$ cat config.mk
export PLATFORM = sky130hd
export DESIGN_NAME = hex_display_scanner
export DESIGN_NICKNAME = d
export VERILOG_FILES = /design/src/rtl/hex_display_scanner_pkg.sv /design/src/rtl/hex_seg_decoder.sv /design/src/rtl/hex_display_scanner.sv
export SDC_FILE = /design/constraint.sdc
export NUM_CORES = 1
export LEC_CHECK = 0
export ABC_AREA = 1
export BUFFER_PORTS_ARGS = -buffer_cell sky130_fd_sc_hd__buf_2
export CAP_MARGIN = 15
export CORE_MARGIN = 4
export CORE_UTILIZATION = 31
export CTS_BUF_LIST = sky130_fd_sc_hd__clkbuf_8
export DETAILED_ROUTE_END_ITERATION = 12
export GPL_TIMING_DRIVEN = 0
export SYNTH_ARGS = -nofsm -noshare
export SYNTH_HDL_FRONTEND = slang
export SYNTH_SLANG_ARGS = --single-unit
$ cat constraint.sdc
create_clock -name clk -period 1.9 [get_ports clk]
set_clock_uncertainty 0.2 [all_clocks]
set_input_delay 0.19 -clock clk [delete_from_list [all_inputs] [get_ports clk]]
set_output_delay 0.19 -clock clk [all_outputs]
set_load 0.005 [all_outputs]
$ cat src/rtl/hex_display_scanner_pkg.sv
// Shared constants for the seven-segment display path.
// Segment codes are active-low, bit0 = a .. bit6 = g.
package display_pkg;

  localparam logic [6:0] SEG_BLANK = 7'h7F;

  localparam int SEG_A = 0;
  localparam int SEG_B = 1;
  localparam int SEG_C = 2;
  localparam int SEG_D = 3;
  localparam int SEG_E = 4;
  localparam int SEG_F = 5;
  localparam int SEG_G = 6;

  localparam logic [6:0] SEG_TABLE [16] = '{
    7'h40, 7'h79, 7'h24, 7'h30,
    7'h19, 7'h12, 7'h02, 7'h78,
    7'h00, 7'h10, 7'h08, 7'h03,
    7'h27, 7'h21, 7'h06, 7'h0E
  };

  function automatic logic [6:0] seg_code(
    input logic [3:0] nib
  );
    return SEG_TABLE[nib];
  endfunction

endpackage

$ cat src/rtl/hex_seg_decoder.sv
// Combinational hex nibble to active-low
// seven-segment pattern.
module hex_seg_decoder
  import display_pkg::*;
(
  input  logic [3:0] i_nib,
  output logic [6:0] o_seg_n
);

  assign o_seg_n = seg_code(i_nib);

endmodule

$ cat src/rtl/hex_display_scanner.sv
// Multi-digit hex display driver: scanned and static
// outputs, frame-synchronous update, LZ blank, blink.
module hex_display_scanner
  import display_pkg::*;
#(
  parameter int NUM_DIGITS   = 4,
  parameter int SCAN_DIV     = 50000,
  parameter int BLINK_FRAMES = 64
) (
  input  logic                    clk,
  input  logic                    rst_n,
  input  logic                    load,
  input  logic [4*NUM_DIGITS-1:0] value,
  input  logic                    blank_lz,
  input  logic [NUM_DIGITS-1:0]   blink_en,
  output logic [6:0]              seg_n,
  output logic [NUM_DIGITS-1:0]   dig_n,
  output logic [7*NUM_DIGITS-1:0] hex_n,
  output logic                    frame_tick,
  output logic                    upd_pending
);

  localparam int VW = 4*NUM_DIGITS;
  localparam int PW =
    (SCAN_DIV > 1) ? $clog2(SCAN_DIV) : 1;
  localparam int IW =
    (NUM_DIGITS > 1) ? $clog2(NUM_DIGITS) : 1;
  localparam int FW =
    (BLINK_FRAMES > 1) ? $clog2(BLINK_FRAMES) : 1;

  localparam logic [PW-1:0] P_MAX = PW'(SCAN_DIV-1);
  localparam logic [IW-1:0] I_MAX = IW'(NUM_DIGITS-1);
  localparam logic [FW-1:0] F_MAX =
    FW'(BLINK_FRAMES-1);

  logic [PW-1:0]         r_pre;
  logic [IW-1:0]         r_idx;
  logic [VW-1:0]         r_disp;
  logic [VW-1:0]         r_pend;
  logic                  r_pflag;
  logic [FW-1:0]         r_fcnt;
  logic                  r_phase;
  logic [6:0]            r_seg;
  logic [NUM_DIGITS-1:0] r_dig;
  logic [7*NUM_DIGITS-1:0] r_hex;
  logic                  r_tick;

  logic                    w_step;
  logic                    w_wrap;
  logic [NUM_DIGITS-1:0]   w_lz;
  logic [NUM_DIGITS-1:0]   w_blank;
  logic [7*NUM_DIGITS-1:0] w_hex;
  logic [3:0]              w_scan_nib;
  logic [6:0]              w_scan_code;
  logic [NUM_DIGITS-1:0]   w_dig;

  assign w_step = (r_pre == P_MAX);
  assign w_wrap = w_step && (r_idx == I_MAX);

  for (genvar g = 0; g < NUM_DIGITS; g++) begin : g_dig
    logic [6:0] w_code;

    hex_seg_decoder u_dec (
      .i_nib   (r_disp[4*g +: 4]),
      .o_seg_n (w_code)
    );

    // Digit 0 always shows, even for an all-zero value.
    if (g == 0) begin : g_lsd
      assign w_lz[g] = 1'b0;
    end else begin : g_upper
      assign w_lz[g] = (r_disp[VW-1:4*g] == '0);
    end

    assign w_blank[g] =
      (blink_en[g] & r_phase) | (blank_lz & w_lz[g]);
    assign w_hex[7*g +: 7] =
      w_blank[g] ? SEG_BLANK : w_code;
  end

  assign w_scan_nib = r_disp[{r_idx, 2'b00} +: 4];

  hex_seg_decoder u_scan_dec (
    .i_nib   (w_scan_nib),
    .o_seg_n (w_scan_code)
  );

  assign w_dig =
    ~(NUM_DIGITS'(1) << r_idx);

  always_ff @(posedge clk) begin
    if (!rst_n) begin
      r_pre   <= '0;
      r_idx   <= '0;
      r_disp  <= '0;
      r_pend  <= '0;
      r_pflag <= 1'b0;
      r_fcnt  <= '0;
      r_phase <= 1'b0;
      r_seg   <= SEG_BLANK;
      r_dig   <= '1;
      r_hex   <= '1;
      r_tick  <= 1'b0;
    end else begin
      r_seg  <= w_blank[r_idx] ? SEG_BLANK
                               : w_scan_code;
      r_dig  <= w_dig;
      r_hex  <= w_hex;
      r_tick <= w_wrap;

      r_pre <= w_step ? '0 : r_pre + 1'b1;
      if (w_step) begin
        r_idx <= (r_idx == I_MAX) ? '0
                                  : r_idx + 1'b1;
      end

      // A load on the wrap edge bypasses pending.
      if (load && w_wrap) begin
        r_disp  <= value;
        r_pflag <= 1'b0;
      end else if (load) begin
        r_pend  <= value;
        r_pflag <= 1'b1;
      end else if (w_wrap && r_pflag) begin
        r_disp  <= r_pend;
        r_pflag <= 1'b0;
      end

      if (w_wrap) begin
        if (r_fcnt == F_MAX) begin
          r_fcnt  <= '0;
          r_phase <= ~r_phase;
        end else begin
          r_fcnt <= r_fcnt + 1'b1;
        end
      end
    end
  end

  assign seg_n       = r_seg;
  assign dig_n       = r_dig;
  assign hex_n       = r_hex;
  assign frame_tick  = r_tick;
  assign upd_pending = r_pflag;

endmodule

==> results of run 1 <==
[routing by layer]
layer | vias to the layer above | global-route usage | share of wire
li1 | 2510 | - | -
met1 | 2118 | 0.195 | 0.48
met2 | 101 | 0.222 | 0.45
met3 | 13 | 0.0270 | 0.047
met4 | 0 | 0.0582 | 0.018
met5 | - | 0 | 0
[where the power goes]
group | switching (mW) | internal, mW
combinational | 0.168 | 0.139
sequential | 0.0209 | 2.11
clock | 0.765 | 0.606
[worst max-delay path: cells and delay by family, from the launching register on]
kind	cells	cell delay (ns)
adder cells (fa/ha/maj)	1	0.15
buffers and inverters	1	0.19
AO/OA/AOI/OAI	1	0.14
flip-flops	1	0.37
AND/OR/NAND/NOR	5	0.67
[sequential cells by signal, indices dropped and copies added, names as in the netlist]
| signal | flops |
|---|---|
| r_pend | 16 |
| r_phase | 1 |
| frame_tick | 1 |
| r_pre | 16 |
| r_disp | 16 |
| upd_pending | 1 |
| r_fcnt | 6 |
| hex_n | 28 |
| dig_n | 4 |
| r_idx | 2 |
| seg_n | 7 |
[timing repair]
item,CTS,global route
resized for setup,22,41
hold endpoints to repair,47,0
buffers inserted,8,11
setup endpoints to repair,46,51
pin swaps,5,5
hold buffers,20,0
gates cloned,0,1
[layout by cell type (no fill, tap or decap), types with 3 or more instances in the layout]
cell type	synthesis	routed
sky130_fd_sc_hd__a21oi_1	61	57
sky130_fd_sc_hd__a21oi_2	6	10
sky130_fd_sc_hd__a31oi_1	5	5
sky130_fd_sc_hd__buf_2	9	68
sky130_fd_sc_hd__buf_4	2	21
sky130_fd_sc_hd__buf_6	2	5
sky130_fd_sc_hd__clkbuf_1	6	6
sky130_fd_sc_hd__clkbuf_8	0	9
sky130_fd_sc_hd__clkinvlp_4	0	3
sky130_fd_sc_hd__dfxtp_1	98	85
sky130_fd_sc_hd__dfxtp_2	0	7
sky130_fd_sc_hd__dfxtp_4	0	6
sky130_fd_sc_hd__dlygate4sd3_1	0	20
sky130_fd_sc_hd__ha_1	33	30
sky130_fd_sc_hd__inv_1	86	80
sky130_fd_sc_hd__inv_2	11	15
sky130_fd_sc_hd__inv_4	0	3
sky130_fd_sc_hd__nand2_1	210	204
sky130_fd_sc_hd__nand2_2	5	10
sky130_fd_sc_hd__nand3_1	40	39
sky130_fd_sc_hd__nand4_1	8	8
sky130_fd_sc_hd__nor2_1	41	40
sky130_fd_sc_hd__nor2_2	4	3
sky130_fd_sc_hd__nor2_4	1	3
sky130_fd_sc_hd__nor3_1	10	9
sky130_fd_sc_hd__o211ai_1	7	7
sky130_fd_sc_hd__o21ai_0	28	26
sky130_fd_sc_hd__o21ai_1	7	8
sky130_fd_sc_hd__or2_2	5	5
sky130_fd_sc_hd__xor2_1	3	3
[kinds of logic after synthesis]
group | count (synthesis) | share of synthesized area
XOR/XNOR | 3 | 0.00516
adder cells (fa/ha/maj) | 33 | 0.0811
AND/OR/NAND/NOR | 337 | 0.294
flip-flops | 98 | 0.385
AO/OA/AOI/OAI | 124 | 0.137
buffers and inverters | 120 | 0.0976
[cell type report]
type | instances | area, sq um
Buffer | 22 | 139
Clock buffer | 9 | 124
Clock inverter | 7 | 71.3
Fill cell | 1723 | 9620
Inverter | 98 | 379
Multi-Input combinational cell | 497 | 2730
Sequential cell | 98 | 1990
Tap cell | 216 | 270
Timing Repair Buffer | 102 | 668
[how the worst max path moves through the flow]
stage	from	endpoint	depth (start not counted)
finish	r_pre[0]	r_disp[4]	8
global route	r_idx[0]	seg_n[3]	9
CTS	r_idx[0]	seg_n[0]	12
detailed placement	r_idx[1]	seg_n[3]	12
global placement	r_disp[8]	seg_n[2]	10
floorplan	r_idx[1]	seg_n[3]	12
==> qor.log, run 1 <==
qor: outcome.result_of_the_run finished, final reports clean
qor: logic_synthesis.mappedNetlistNets 772
qor: critical_path.worst_path_most_repeated_cell sky130_fd_sc_hd__nand2_1
qor: route.antenna_violating_nets_post_route 0
qor: critical_path.critical_path.max_stage_delay 0.37 ns
qor: critical_path.rr_worst_depth 8
qor: clock_tree.ctsHtreeMaxLevel 3
qor: timing.fmaxAchievable 0.552 GHz
qor: route.dr_total_vias 4742
qor: place.place.port_buffers 62
qor: critical_path.critPathMaxFanout 5
qor: critical_path.required_time_of_the_worst_setup_path 2.01 ns
qor: critical_path.timing.setup.critical_path_class flip-flop to flip-flop
qor: logic_synthesis.post_synth_arst_share 0
qor: timing.worst_path_setup_slack_after_routing 0.0898 ns
qor: layout.final_net_count 885
qor: route.drc_errors 0
qor: route.detail_route.wirelength 12.9 mm
qor: pwr.vdd_ir_drop_max 0.308 mV
qor: layout.area_growth_syn_to_layout 25.3%
qor: layout.design_area 6380 sq um
qor: layout.final_core_util 0.399
qor: logic_synthesis.seq_area_frac_synth 0.385
qor: grt.grt_pass1_vias 4289
qor: floorplan.chipHeight 136 microns
qor: critical_path.crit_chain ha_4 > nand3_4 > nor2_4 > nand4_4 > buf_6 > nand2_1 > nand2_1 > a21oi_1
qor: place.detailed_placement_wirelength_estimate 9.32 mm
qor: grt.first_pass_grt_wire_length 20.9 mm
qor: clock_tree.clk-insertion-delay-late 0.39 ns
qor: grt.grt_antenna_before_repair 0
qor: place.post_place_setup_slack -0.191 ns
qor: timing.totalNegativeSetupSlack 0 ns
qor: worst_hold_path.hold_path_end hex_n[8]
qor: clock_tree.numCtsBuffers 9
qor: logic_synthesis.synth_warnings 0
qor: logic_synthesis.synth_top_cell_area_share 0.385
qor: grt.maximum_number_of_pins_on_one_net_before_global_route_repair 17
qor: critical_path.critical_path.startpoint_type flip-flop
qor: flow_run.drv_cap 0
qor: floorplan.row_count 46
qor: timing.relative_slew_slack 0.627
qor: logic_synthesis.synth_area_per_cell 7.12 sq um
qor: clock_tree.cts_tree built
qor: floorplan.die_area 18500 sq um
qor: timing.fin_crit 1.81 ns
qor: logic_synthesis.ys_dominant_reg_cell sky130_fd_sc_hd__dfxtp_1
qor: logic_synthesis.synth_enable_flop_cells 0
qor: logic_synthesis.ys_top_cells_by_count sky130_fd_sc_hd__nand2_1 (210), sky130_fd_sc_hd__dfxtp_1 (98), sky130_fd_sc_hd__inv_1 (86)
qor: logic_synthesis.ys_ff_latch 98
qor: grt.gr-usage-all-layers 0.143
qor: timing.worst_hold_slack 0.0165 ns
qor: timing.post_route_clock_period_utilization 0.953
qor: critical_path.critical_path_arrival 1.92 ns
qor: place.place_inst 993
qor: timing.max_slew_violation_total_from_the_final_report 0
qor: logic_synthesis.netlist-cell-type-count 44
qor: logic_synthesis.post-synth-top-area-cell sky130_fd_sc_hd__dfxtp_1
qor: route.drt_iter0_drc 282
qor: clock_tree.clockBufferDepth 2
qor: critical_path.ff2ff_setup_slack 0.09 ns
qor: critical_path.timing.rr.start r_pre[0]
qor: layout.insertedDiodeCount 0
qor: logic_synthesis.synth.most_common_cell sky130_fd_sc_hd__nand2_1
qor: clock_tree.clock_tree.root_cell sky130_fd_sc_hd__clkbuf_8
qor: pwr.cellLeakagePower 2.95 nW
qor: timing.finalSetupViolCount 0
qor: timing.max_slew.worst_pin.slew 0.560 ns
qor: route.viasPerCell 4.52
qor: worst_hold_path.min_delay_path_depth 5
qor: floorplan.die-width 136 microns
qor: pwr.p_total 3.81 mW
qor: place.placed_area 5670 sq um
qor: critical_path.worst_r2r_endpoint r_disp[4]
qor: clock_tree.clkSinkCount 98
qor: grt.grt-ovfl-total 0
qor: pwr.power_per_cell_area 598 nW/um^2
qor: critical_path.crit_path_top_delay_cell sky130_fd_sc_hd__dfxtp_4
qor: floorplan.initial_core_utilization 0.318
qor: worst_hold_path.hp-start blink_en[1]
qor: layout.fraction_of_layout_cells_with_a_size_suffix_above_1 0.228
qor: route.avg_wl_per_cell 12.3 microns
qor: timing.unrepaired_setup_endpoints_after_global_routing true
qor: worst_hold_path.hold_path_class primary input to flip-flop
qor: floorplan.placeableCoreArea 16000 sq um
qor: route.first_pass_iters 5
qor: place.place.gp.congestion 0.883
qor: floorplan.design.portCount 65
qor: layout.post_layout_nonfiller_instances 1049
qor: timing.fin_hold_viols 0
qor: logic_synthesis.synth_top_cells_by_area sky130_fd_sc_hd__dfxtp_1 (39%), sky130_fd_sc_hd__nand2_1 (15%), sky130_fd_sc_hd__ha_1 (8.1%), sky130_fd_sc_hd__inv_1 (6.3%), sky130_fd_sc_hd__a21oi_1 (6.0%)
qor: logic_synthesis.synth_cell_area 5090 sq um
qor: critical_path.end_kind flip-flop
qor: logic_synthesis.number_of_standard_cells_after_synthesis 715
qor: clock_tree.post_cts_clock_slew_at_the_launch_and_capture_registers_of_the_worst_setup_and_hold_paths 0.09 ns
No activity file was read; power rests on OpenSTA's default activity.
==> run 2, diff against run 1 <==
ABC_AREA = not set   (was 1)
==> qor.log, run 2 <==
qor: layout.final_net_count 716
qor: logic_synthesis.number_of_standard_cells_after_synthesis 531
qor: logic_synthesis.ys_dominant_reg_cell sky130_fd_sc_hd__dfxtp_1
qor: critical_path.critical_path.startpoint_type flip-flop
qor: floorplan.row_count 45
qor: critical_path.required_time_of_the_worst_setup_path 2.01 ns
qor: outcome.violations setup timing
qor: flow_run.drv_cap 0
qor: grt.first_pass_grt_wire_length 21.1 mm
qor: critical_path.end_kind flip-flop
qor: timing.unrepaired_setup_endpoints_after_global_routing true
qor: worst_hold_path.hold_path_class primary input to flip-flop
qor: route.drc_errors 0
qor: layout.final_common_cell sky130_fd_sc_hd__dfxtp_1
qor: timing.fin_crit 2.32 ns
qor: layout.fillerInstances 1445
qor: pwr.vdd_ir_drop_max 0.266 mV
qor: logic_synthesis.post_synth_arst_share 0
qor: route.dr_total_vias 4386
qor: grt.grt_antenna_before_repair 0
qor: timing.relative_slew_slack 0.501
qor: logic_synthesis.synth_cell_area 4770 sq um
qor: timing.post_route_clock_period_utilization 1.22
qor: logic_synthesis.seq_area_frac_synth 0.411
qor: timing.totalNegativeSetupSlack -19.53 ns
qor: floorplan.die_area 17500 sq um
qor: route.viasPerCell 5.15
qor: critical_path.critical_path_arrival 2.43 ns
qor: outcome.result_of_the_run finished, violations left
qor: timing.fin_hold_viols 0
qor: layout.largest_reg_flops 28
qor: layout.area_growth_syn_to_layout 36.1%
qor: floorplan.initial_core_utilization 0.315
qor: critical_path.timing.setup.critical_path_class flip-flop to flip-flop
qor: logic_synthesis.ys_ff_latch 98
qor: logic_synthesis.synth_warnings 0
qor: layout.fraction_of_layout_cells_with_a_size_suffix_above_1 0.321
qor: clock_tree.clock_tree.root_cell sky130_fd_sc_hd__clkbuf_8
qor: floorplan.chipHeight 132 microns
qor: clock_tree.clk-insertion-delay-late 0.38 ns
qor: floorplan.design.portCount 65
qor: place.place_inst 782
qor: timing.fmaxAchievable 0.431 GHz
qor: place.place.port_buffers 63
qor: floorplan.die-width 132 microns
qor: timing.worst_path_setup_slack_after_routing -0.420 ns
qor: route.detail_route.wirelength 13.2 mm
qor: route.drt_iter0_drc 371
qor: route.avg_wl_per_cell 15.5 microns
qor: logic_synthesis.post-synth-top-area-cell sky130_fd_sc_hd__dfxtp_1
qor: timing.max_slew_violation_total_from_the_final_report 0
qor: layout.most-common-layout-cells sky130_fd_sc_hd__dfxtp_1 (87), sky130_fd_sc_hd__nand2_1 (76), sky130_fd_sc_hd__buf_2 (64)
qor: logic_synthesis.synth_area_per_cell 8.99 sq um
qor: route.antenna_violating_nets_post_route 0
qor: clock_tree.post_cts_clock_slew_at_the_launch_and_capture_registers_of_the_worst_setup_and_hold_paths 0.10 ns
qor: clock_tree.numCtsBuffers 9
qor: logic_synthesis.mappedNetlistNets 588
qor: logic_synthesis.netlist-cell-type-count 50
qor: logic_synthesis.synth.most_common_cell sky130_fd_sc_hd__dfxtp_1
qor: worst_hold_path.min_delay_path_depth 4
qor: timing.finalSetupViolCount 64
qor: logic_synthesis.synth_top_cells_by_area sky130_fd_sc_hd__dfxtp_1 (41%), sky130_fd_sc_hd__ha_1 (8.6%), sky130_fd_sc_hd__nand2_1 (6.0%), sky130_fd_sc_hd__mux2i_1 (4.0%), sky130_fd_sc_hd__o21ai_0 (3.1%)
qor: layout.post_layout_nonfiller_instances 852
qor: place.detailed_placement_wirelength_estimate 9.02 mm
qor: place.place.gp.congestion 0.803
qor: grt.gr-usage-all-layers 0.147
qor: logic_synthesis.synth_top_cell_area_share 0.411
qor: layout.insertedDiodeCount 0
qor: clock_tree.ctsHtreeMaxLevel 3
qor: route.first_pass_iters 7
qor: pwr.cellLeakagePower 2.40 nW
qor: clock_tree.clkSinkCount 98
qor: logic_synthesis.synth_enable_flop_cells 0
qor: timing.max_slew.worst_pin.slew 0.748 ns
qor: pwr.power_per_cell_area 570 nW/um^2
qor: floorplan.placeableCoreArea 15100 sq um
qor: critical_path.critPathMaxFanout 7
qor: grt.grt-ovfl-total 0
qor: clock_tree.clockBufferDepth 2
qor: critical_path.rr_worst_depth 5
qor: logic_synthesis.ys_top_cells_by_count sky130_fd_sc_hd__dfxtp_1 (98), sky130_fd_sc_hd__nand2_1 (76), sky130_fd_sc_hd__ha_1 (33), sky130_fd_sc_hd__nor2_1 (33), sky130_fd_sc_hd__o21ai_0 (30)
qor: clock_tree.cts_tree built
qor: grt.maximum_number_of_pins_on_one_net_before_global_route_repair 17
qor: grt.grt_pass1_vias 4241
==> run 2: routing by layer <==
layer  part of all wire  up-vias  track usage  routed length [microns]
li1                   -     2170            -                        -
met1               0.42     2087        0.167                     5560
met2               0.51      111        0.259                     6780
met3              0.045       18       0.0416                      598
met4              0.020        0       0.0560                      264
met5                  0        -            0                        0
==> run 2: path summary, 6_finish.rpt <==
| kind | startpoint | to | slack, ns |
|---|---|---|---|
| max | r_pre[11] | r_fcnt[5] | -0.42 |
| min | rst_n | hex_n[8] | 0.04 |
| max reg2reg | r_pre[11] | r_fcnt[5] | -0.42 |
| min reg2reg | r_pre[0] | r_pre[0] | 0.25 |
==> run 2: final cells by class <==
| cell class | count | area, sq um | area share |
|---|---|---|---|
| multi-input cells | 378 | 2970 | 0.457 |
| flip-flops and latches | 98 | 1990 | 0.307 |
| repair buffers | 121 | 847 | 0.130 |
| well taps | 188 | 235 | 0.0362 |
| plain buffers | 29 | 184 | 0.0283 |
| clock buffers | 9 | 124 | 0.0191 |
| inverters | 22 | 97.6 | 0.0150 |
| clock inverters | 7 | 46.3 | 0.00713 |
==> run 2: timing repair <==
action / in CTS / in global routing
setup buffers: 24 / 16
hold buffers: 17 / 0
gates cloned: 1 / 2
pin swaps: 12 / 19
endpoints found under the setup margin: 86 / 75
hold endpoints to repair: 33 / 0
resized for setup: 69 / 64
==> run 2: logic make-up after synthesis <==
kind of cell             synth area share
flip-flops                          0.411
AO/OA/AOI/OAI                       0.192
multiplexers                       0.0658
XOR/XNOR                           0.0202
AND/OR/NAND/NOR                     0.178
buffers and inverters              0.0461
adder cells (fa/ha/maj)            0.0865
==> run 2: metrics by stage <==
step / total power, mW / utilization / area [sq um] / setup slack (ns) / hold WS, ns
CTS: 3.73 / 0.409 / 6200 / -0.474 / 0.000415
detailed placement: 2.45 / 0.357 / 5410 / -0.867 / 0.239
floorplan: 2.33 / - / 4860 / -0.402 / 0.132
global route: 3.86 / 0.429 / 6500 / -0.479 / 0.0215
global placement: 2.44 / 0.357 / 5410 / -0.824 / 0.223
finish: 3.70 / 0.429 / 6500 / -0.420 / 0.0409
==> run 2: worst max-delay path, stage by stage, from the launching register on <==
cell and delay, ns:
sky130_fd_sc_hd__dfxtp_4 0.35, sky130_fd_sc_hd__or4_4 0.53, sky130_fd_sc_hd__or4_4 0.48, sky130_fd_sc_hd__buf_8 0.16, sky130_fd_sc_hd__or4_1 0.45, sky130_fd_sc_hd__o21ai_1 0.08
==> run 2: power breakdown <==
part | leakage (nW) | switching, mW | internal (mW)
Clock | 0.0868 | 0.763 | 0.474
Sequential | 0.812 | 0.0232 | 2.11
Combinational | 1.50 | 0.171 | 0.162
Total | 2.40 | 0.957 | 2.74
==> run 3, diff against run 2 <==
CORE_UTILIZATION = 54   (was 31)
PLACE_DENSITY = 0.79   (was not set)
==> qor.log, run 3 (same netlist as run 2, synthesis figures left out) <==
qor: clock_tree.clock_tree.root_cell sky130_fd_sc_hd__clkbuf_8
qor: floorplan.chipHeight 102 microns
qor: place.placed_area 5310 sq um
qor: worst_hold_path.hold_path_end hex_n[6]
qor: route.drt_iter0_drc 325
qor: critical_path.critPathBufInv 3
qor: critical_path.critPathTopFamily simple AND/OR/NAND/NOR gates
qor: clock_tree.cts_tree built
qor: layout.final_core_util 0.770
qor: critical_path.required_time_of_the_worst_setup_path 1.97 ns
qor: flow_run.drv_cap 0
qor: place.detailed_placement_wirelength_estimate 7.84 mm
qor: worst_hold_path.min_delay_path_depth 3
qor: clock_tree.numCtsBuffers 9
qor: timing.max_slew.worst_pin.slew 0.677 ns
qor: floorplan.die-width 102 microns
qor: layout.final_common_cell sky130_fd_sc_hd__dfxtp_1
qor: grt.grt-ovfl-total 0
qor: critical_path.critical_path.max_stage_delay 0.54 ns
qor: pwr.power_per_cell_area 558 nW/um^2
qor: critical_path.ff2ff_setup_slack -0.51 ns
qor: timing.finalSetupViolCount 70
qor: clock_tree.ctsHtreeMaxLevel 3
qor: critical_path.timing.setup.critical_path_class flip-flop to flip-flop
qor: clock_tree.clockBufferDepth 2
qor: timing.relative_slew_slack 0.549
qor: clock_tree.clkSinkCount 98
qor: critical_path.critPathMaxFanout 6
qor: timing.fin_hold_viols 0
qor: critical_path.crit_chain or4_4 > or4_4 > buf_8 > buf_12 > o21ai_4 > buf_6 > a21oi_2
qor: clock_tree.clk-insertion-delay-late 0.38 ns
qor: grt.grt_pass1_vias 4145
qor: critical_path.end_kind flip-flop
qor: layout.fraction_of_layout_cells_with_a_size_suffix_above_1 0.360
qor: floorplan.row_count 34
qor: critical_path.rr_worst_depth 7
qor: route.detail_route.wirelength 14.6 mm
qor: route.drc_errors 0
qor: timing.fin_crit 2.41 ns
qor: layout.largest_reg_flops 28
qor: critical_path.critical_path.startpoint_type flip-flop
qor: critical_path.worst_path_most_repeated_cell sky130_fd_sc_hd__or4_4
qor: timing.max_slew_violation_total_from_the_final_report 0
qor: grt.first_pass_grt_wire_length 19.5 mm
qor: grt.gr-usage-all-layers 0.235
qor: route.first_pass_iters 5
qor: floorplan.design.portCount 65
qor: grt.maximum_number_of_pins_on_one_net_before_global_route_repair 17
qor: route.viasPerCell 6.02
qor: timing.totalNegativeSetupSlack -25.77 ns
qor: layout.final_net_count 731
qor: worst_hold_path.hold_path_class primary input to flip-flop
qor: pwr.vdd_ir_drop_max 0.416 mV
qor: grt.grt_antenna_before_repair 0
qor: place.place.port_buffers 63
qor: worst_hold_path.hp-start blink_en[0]
qor: layout.most-common-layout-cells sky130_fd_sc_hd__dfxtp_1 (86), sky130_fd_sc_hd__nand2_1 (75), sky130_fd_sc_hd__buf_2 (64)
qor: layout.design_area 6680 sq um
qor: outcome.result_of_the_run finished, violations left
qor: critical_path.crit_path_top_delay_cell sky130_fd_sc_hd__or4_4
qor: floorplan.initial_core_utilization 0.550
qor: timing.unrepaired_setup_endpoints_after_global_routing true
qor: timing.post_route_clock_period_utilization 1.27
qor: critical_path.timing.rr.start r_pre[11]
qor: outcome.violations setup timing
qor: floorplan.placeableCoreArea 8680 sq um
qor: clock_tree.post_cts_clock_slew_at_the_launch_and_capture_registers_of_the_worst_setup_and_hold_paths 0.10 ns
qor: route.avg_wl_per_cell 18.5 microns
qor: route.dr_total_vias 4729
qor: timing.worst_path_setup_slack_after_routing -0.505 ns
qor: route.antenna_violating_nets_post_route 0
qor: layout.insertedDiodeCount 0
qor: layout.post_layout_nonfiller_instances 786
qor: layout.area_growth_syn_to_layout 40.0%
qor: floorplan.die_area 10400 sq um
qor: timing.fmaxAchievable 0.416 GHz
qor: pwr.cellLeakagePower 2.51 nW
qor: place.place_inst 702
qor: critical_path.worst_r2r_endpoint r_pre[11]
qor: place.place.gp.congestion 0.891
qor: critical_path.critical_path_arrival 2.47 ns
[run 3: worst min-delay path: cells and delay by family]
| family | cells | cell delay, ns |
|---|---|---|
| compound gates | 2 | 0.31 |
| buf+inv | 1 | 0.11 |
[run 3: per-layer routing]
metal	track usage	wire length, microns	vias up
met5	0	0	-
met4	0.0727	442	0
met3	0.0430	961	43
met2	0.404	7360	223
met1	0.299	5790	2264
li1	-	-	2199
[run 3: power breakdown]
part	leakage, nW	internal (mW)	switching (mW)
sequential	0.812	2.11	0.0237
combinational	1.62	0.175	0.186
clock	0.0815	0.471	0.766
[run 3: how the worst max path moves through the flow]
stage               startpoint   endpoint  slack [ns]  depth (start not counted)
finish               r_pre[11]  r_pre[11]       -0.51                          7
global route         r_pre[11]   r_pre[0]       -0.55                          7
floorplan            r_pre[13]  r_disp[0]       -0.40                          6
CTS                  r_pre[11]  r_fcnt[5]       -0.48                          6
detailed placement   r_pre[13]  r_disp[6]       -0.73                          5
global placement     r_pre[13]  r_disp[6]       -0.75                          5
[run 3: layout make-up]
class,instances,area (sq um)
inverters,22,100
flip-flops and latches,98,1990
well taps,108,135
plain buffers,31,200
fillers,552,1990
multi-input cells,378,3070
repair buffers,134,1020
clock buffers,9,124
clock inverters,6,42.5
[run 3: metrics by stage]
step           hold WS [ns]  power [mW]  setup WS [ns]
6_report             0.0819        3.73         -0.505
5_1_grt              0.0884        3.84         -0.550
4_1_cts              0.0154        3.68         -0.478
3_5_place_dp          0.231        2.44         -0.735
3_3_place_gp          0.222        2.43         -0.755
2_1_floorplan         0.132        2.33         -0.402
[run 3: repair_timing]
item	in CTS	in global routing
gates cloned	3	2
resized for setup	63	93
hold buffers	16	1
setup buffers	24	29
hold endpoints to repair	31	1
setup endpoints to repair	83	77
pin swaps	14	21
